[src/rtl/game_pkg.sv]
// Shared Duck Hunt game-layer types and cycle constants for the 65 MHz pixel clock.
package game_pkg;

  localparam int CLK_HZ                 = 65_000_000;
  localparam int MAG_SIZE_DEF           = 3;
  localparam int COOLDOWN_CYCLES_DEF    = CLK_HZ / 10;      // 100 ms
  localparam int RELOAD_STEP_CYCLES_DEF = (CLK_HZ / 5) * 2; // 0.4 s

  typedef enum logic [2:0] {
    IDLE,
    READY,
    COOLDOWN,
    EMPTY,
    RELOAD
  } mag_state_e;

  function automatic int max_int(input int a, input int b);
    return (a > b) ? a : b;
  endfunction

endpackage

[src/rtl/rise_detect.sv]
// Rising-edge detector for an already-synchronised level.
// Latency: rise is combinational on the current level against a one-cycle-old copy.
// Backpressure: none; the previous value updates every cycle.
module rise_detect (
  input  logic clk,
  input  logic rst,
  input  logic in,
  output logic rise
);

  logic in_d;

  always_ff @(posedge clk) begin
    if (rst) in_d <= 1'b0;
    else     in_d <= in;
  end

  assign rise = in & ~in_d;

endmodule

[src/rtl/magazine_ctl.sv]
// Ammunition sequencer: accepts shots with cooldown, runs timed reload, refills on round start.
// Latency: every input event is reflected on the registered outputs one cycle later.
// Backpressure: none; shots and reloads that arrive when they cannot be honoured are dropped.
module magazine_ctl
  import game_pkg::*;
#(
  parameter int MAG_SIZE           = MAG_SIZE_DEF,
  parameter int COOLDOWN_CYCLES    = COOLDOWN_CYCLES_DEF,
  parameter int RELOAD_STEP_CYCLES = RELOAD_STEP_CYCLES_DEF
) (
  input  logic       clk,
  input  logic       rst,
  input  logic       game_enable,
  input  logic       mouse_left,
  input  logic       round_start,
  input  logic       reload_req,
  output logic [2:0] bullets_in_magazine,
  output logic       shot_fired,
  output logic       empty,
  output logic       reloading
);

  localparam int TMAX = max_int(COOLDOWN_CYCLES, RELOAD_STEP_CYCLES);
  localparam int TW   = (TMAX > 1) ? $clog2(TMAX) : 1;

  localparam logic [2:0]    MAG     = 3'(MAG_SIZE);
  localparam logic [TW-1:0] CD_LAST = TW'(COOLDOWN_CYCLES - 1);
  localparam logic [TW-1:0] RL_LAST = TW'(RELOAD_STEP_CYCLES - 1);

  mag_state_e    state, state_nx;
  logic [2:0]    count, count_nx;
  logic [TW-1:0] timer, timer_nx;
  logic          shot_nx, empty_nx, reloading_nx;
  logic          rise;

  // Runs in every state so a button held across enable never looks like a fresh press.
  rise_detect u_rise (
    .clk  (clk),
    .rst  (rst),
    .in   (mouse_left),
    .rise (rise)
  );

  always_ff @(posedge clk) begin
    if (rst) begin
      state      <= IDLE;
      count      <= 3'd0;
      timer      <= '0;
      shot_fired <= 1'b0;
      empty      <= 1'b1;
      reloading  <= 1'b0;
    end else begin
      state      <= state_nx;
      count      <= count_nx;
      timer      <= timer_nx;
      shot_fired <= shot_nx;
      empty      <= empty_nx;
      reloading  <= reloading_nx;
    end
  end

  always_comb begin
    state_nx = state;
    count_nx = count;
    timer_nx = timer;
    shot_nx  = 1'b0;
    if (!game_enable) begin
      state_nx = IDLE;
      timer_nx = '0;
    end else if (round_start) begin
      state_nx = READY;
      count_nx = MAG;
      timer_nx = '0;
    end else begin
      unique case (state)
        IDLE: begin
          state_nx = (count != 3'd0) ? READY : EMPTY;
        end
        READY: begin
          if (rise && count != 3'd0) begin
            state_nx = COOLDOWN;
            count_nx = count - 3'd1;
            shot_nx  = 1'b1;
            timer_nx = '0;
          end else if (reload_req && count < MAG) begin
            state_nx = RELOAD;
            timer_nx = '0;
          end
        end
        COOLDOWN: begin
          if (timer == CD_LAST) begin
            state_nx = (count != 3'd0) ? READY : EMPTY;
            timer_nx = '0;
          end else begin
            timer_nx = timer + TW'(1);
          end
        end
        EMPTY: begin
          if (reload_req) begin
            state_nx = RELOAD;
            timer_nx = '0;
          end
        end
        RELOAD: begin
          if (timer == RL_LAST) begin
            count_nx = count + 3'd1;
            timer_nx = '0;
            if (count + 3'd1 == MAG) state_nx = READY;
          end else begin
            timer_nx = timer + TW'(1);
          end
        end
        default: begin
          state_nx = IDLE;
          timer_nx = '0;
        end
      endcase
    end
  end

  // Decoded from next values so the flags line up with the registered count.
  always_comb begin
    empty_nx     = (count_nx == 3'd0);
    reloading_nx = (state_nx == RELOAD);
  end

  assign bullets_in_magazine = count;

endmodule
[config.mk]
export PLATFORM = sky130hd
export DESIGN_NAME = magazine_ctl
export DESIGN_NICKNAME = d
export VERILOG_FILES = /design/src/rtl/game_pkg.sv /design/src/rtl/rise_detect.sv /design/src/rtl/magazine_ctl.sv
export SDC_FILE = /design/constraint.sdc
export NUM_CORES = 1
export LEC_CHECK = 0
export ABC_AREA = 1
export CELL_PAD_IN_SITES_DETAIL_PLACEMENT = 1
export CELL_PAD_IN_SITES_GLOBAL_PLACEMENT = 2
export CORE_ASPECT_RATIO = 0.75
export CORE_MARGIN = 2
export CORE_UTILIZATION = 35
export CTS_CLUSTER_DIAMETER = 150
export DETAILED_ROUTE_END_ITERATION = 8
export PLACE_DENSITY = 0.84
export SLEW_MARGIN = 10
export SYNTH_ARGS = -nofsm -noshare
export SYNTH_HDL_FRONTEND = slang
export SYNTH_SLANG_ARGS = --single-unit
export TNS_END_PERCENT = 50
[constraint.sdc]
create_clock -name clk -period 4.79 [get_ports clk]
set_clock_uncertainty 0.05 [all_clocks]
set_input_delay 0.958 -clock clk [delete_from_list [all_inputs] [get_ports clk]]
set_output_delay 0.958 -clock clk [all_outputs]
set_load 0.005 [all_outputs]
==> summary.md <==
| Metric | Value |
|---|---|
| Status | `complete, no violations` |
| Postcts setup bufs | `0` |
| Initial Util | `35.7%` |
| HP Class | `reg -> reg` |
| Hold depth | `2` |
| Post-synth cell types | `31` |
| Min cycle time layout | `2.57 ns` |
| IO Count | `12` |
| CTS Root Cell | `clkbuf_8` |
| CTS resizes | `0` |
| Post-CTS Hold Buffers | `0` |
| Routed vias/inst | `5.11` |
| Initial antenna violation count | `0` |
| Global route overflow | `0` |
| CTS tree | `done` |
| Share of cells above drive strength 1 | `between 10% and 20%` |
| Clk pwr share | `between 40% and 50%` |
| Hold wc startpoint | `timer[0]` |
| Routed wire length | `7590 um` |
| CTS Buffer Depth | `2` |
| Core area | `6700 sq um` |
| Synth Instances | `382` |
| Horiz. Die Dim | `99.5 um` |
| Reg area | `701 sq um` |
| Clock slew at reported path FFs | `~0.07 ns` |
| Largest net degree at the start of global routing | `18` |
| CTS buffer count | `5` |
| Internal power | `487 uW` |
| Fin Hold WS | `0.457 ns` |
| Crit Path Category | `in -> reg` |
| Die Y | `approximately 76 um` |
| Worst Setup End Kind | `flip-flop` |
| Netlist Area Pre-Place | `2390 sq um` |
| Commonest cells after routing, fill and taps aside | `77 x nand2_1, 63 x nor2_1, 56 x inv_1` |
| Final Cycle Share | `53.7%` |
| Routed len/inst | `15.7 um` |
| Via Count | `2462` |
| Setup slack at placement | `1.90 ns` |
| R2R setup slack | `2.59 ns` |
| Switching share of power | `24.8%` |
| Combinational Power Share | `a little under a tenth` |
| Worst Tran Pin Value | `0.622 ns` |
| Setup_tns | `0 ns` |
| Pleak | `0.00106 uW` |
| Multi-input gate area | `1430 sq um` |
| Max_cap viols | `0` |
| Switching power | `161 uW` |
| Ys async rst share | `0%` |
| Ant. Diodes | `0` |
| Worst vdd ir | `0.115 mV` |
| Die area | `between 7000 and 8000 sq um` |
| Number of global-route vias before repair | `2326` |
| Post-synth EDFFs | `0` |
| Fin nets | `408` |
| Worst hold path endpoint | `timer[0]` |
| Post-route worst setup slack | `2.22 ns` |
| ANT nets after route | `0` |
| Critical path fanouts, max | `17` |
| Sink Count | `35` |
| DRT Pass-1 Iters | `4` |
| FP Rows | `26` |
| Critical Path RT | `approximately 4.9 ns` |
| Yosys warns | `0` |
| GPL Wtd Cong | `0.881` |
| Worst EP arrival | `2.72 ns` |
| Commonest non-fill, non-tap cell in the layout | `nand2_1` |
| Initial DRC Count | `83` |
| Worst flop-to-flop path endpoint | `timer[17]` |
| Sequential share of power | `46.4%` |
| Max Transition Viols Final | `0` |
| Worst R2R Path Depth | `12` |
| Normalized max-slew margin | `58.3%` |
| Post-DP HPWL | `6030 um` |
| Htree depth | `2` |
| Crit start category | `input pin` |
| Fmax | `0.389 GHz` |
| Post-synthesis sequential area ratio | `29.3%` |
| Post-synth top flop | `dfxtp_1` |
| P&R area growth vs syn | `12.8%` |
| Post-DP Area | `2580 sq um` |
| Port Buf Inserts | `11` |
| DRC | `0` |
| GRT Util Overall | `a little over a fifth` |
| Syn Nets | `393` |
| Global-route wire length before repair | `12300 um` |
| Fillers | `about 910` |
| Final Setup Violations | `0` |
| Final Hold Vio Count | `0` |
| Clk_lat worst skew | `0.30 ns` |
| Average cell area after synthesis | `6.26 sq um` |
| Fin area | `around 2700 sq um` |
| Seq cells post-synth | `35` |
| Unrepaired setup endpoints after global routing | `false` |
| P per Cell Area | `240 nW/um^2` |
| RR Startpoint | `timer[0]` |
stage by stage:
step	utilization (%)	total power, uW	std cells
6_report	40.3	647	482
5_1_grt	40.3	669	482
4_1_cts	40.3	654	482
3_5_place_dp	38.5	369	474
3_3_place_gp	38.5	368	474
2_1_floorplan	-	348	382
cells by family (layout without fill, tap and decap cells):
group           after synthesis  after routing  synth area share [%]
compound gates               22             22                  5.28
buf+inv                      65             81                  11.0
xor+xnor                      8              8                  2.93
flops                        35             35                  29.3
simple gates                247            247                  48.9
fa+ha+maj                     5              5                  2.62
critical path: stages:
cell and delay [ns]:
clkdlybuf4s50_1 0.45, inv_1 0.04, nor2_1 0.11, o21ai_2 0.09
nand3_1 0.12, nand2_4 0.17, inv_4 0.19, nand3_4 0.09
nand2_4 0.23, inv_2 0.10, o21ai_1 0.09, nor2_1 0.05
flip-flops by register name, indices dropped and copies added, names as in the netlist:
name,cells
timer,25
bullets_in_magazine,3
state,3
empty,1
reloading,1
shot_fired,1
u_rise.in_d,1
final cells by class:
type | count | share of cell area [%]
inverter | 62 | 8.72
clock buffer | 6 | 3.06
tap | 84 | 3.90
multi-input combinational | 282 | 53.0
timing repair buffer | 11 | 4.08
sequential | 35 | 26.0
clock inverter | 2 | 1.30
how the worst max path moves through the flow:
stage	slack, ns	endpoint	cells past startpoint	start
3_5_place_dp	1.90	timer[17]	12	mouse_left
6_report	2.22	timer[17]	12	mouse_left
3_3_place_gp	1.95	timer[17]	12	mouse_left
2_1_floorplan	2.72	timer[20]	11	mouse_left
5_1_grt	2.02	timer[17]	12	mouse_left
4_1_cts	2.20	timer[17]	12	mouse_left
routing by layer:
layer	track usage (%)	share of wire, %	vias to the layer above
met5	0	0	-
met4	3.20	0.63	0
met3	3.30	3.1	7
met2	29.7	38	36
met1	34.3	58	1166
li1	-	-	1253
power groups by stage:
stage	Sequential, uW	Clock, uW	Combinational (uW)
global route	301	298	70.8
finish	300	285	62.4
global placement	307	0	61.0
CTS	300	292	62.6
detailed placement	307	0	62.3
floorplan	306	0	42.0
cells in the mapped netlist, types with 4 or more instances:
master / instances / share of area (%)
nand3_1: 48 / 10
dfxtp_1: 35 / 29
nand4_1: 10 / 2.6
nor3_2: 4 / 1.7
nor2_2: 8 / 2.1
o21ai_0: 9 / 1.9
nor3_1: 18 / 3.8
a21oi_1: 4 / 0.84
ha_1: 5 / 2.6
nor2_1: 63 / 9.9
xor2_1: 8 / 2.9
nand2_1: 77 / 12
inv_2: 5 / 0.78
inv_1: 56 / 8.8
a31oi_1: 4 / 1.0
Power figures use the tool's default switching activity.
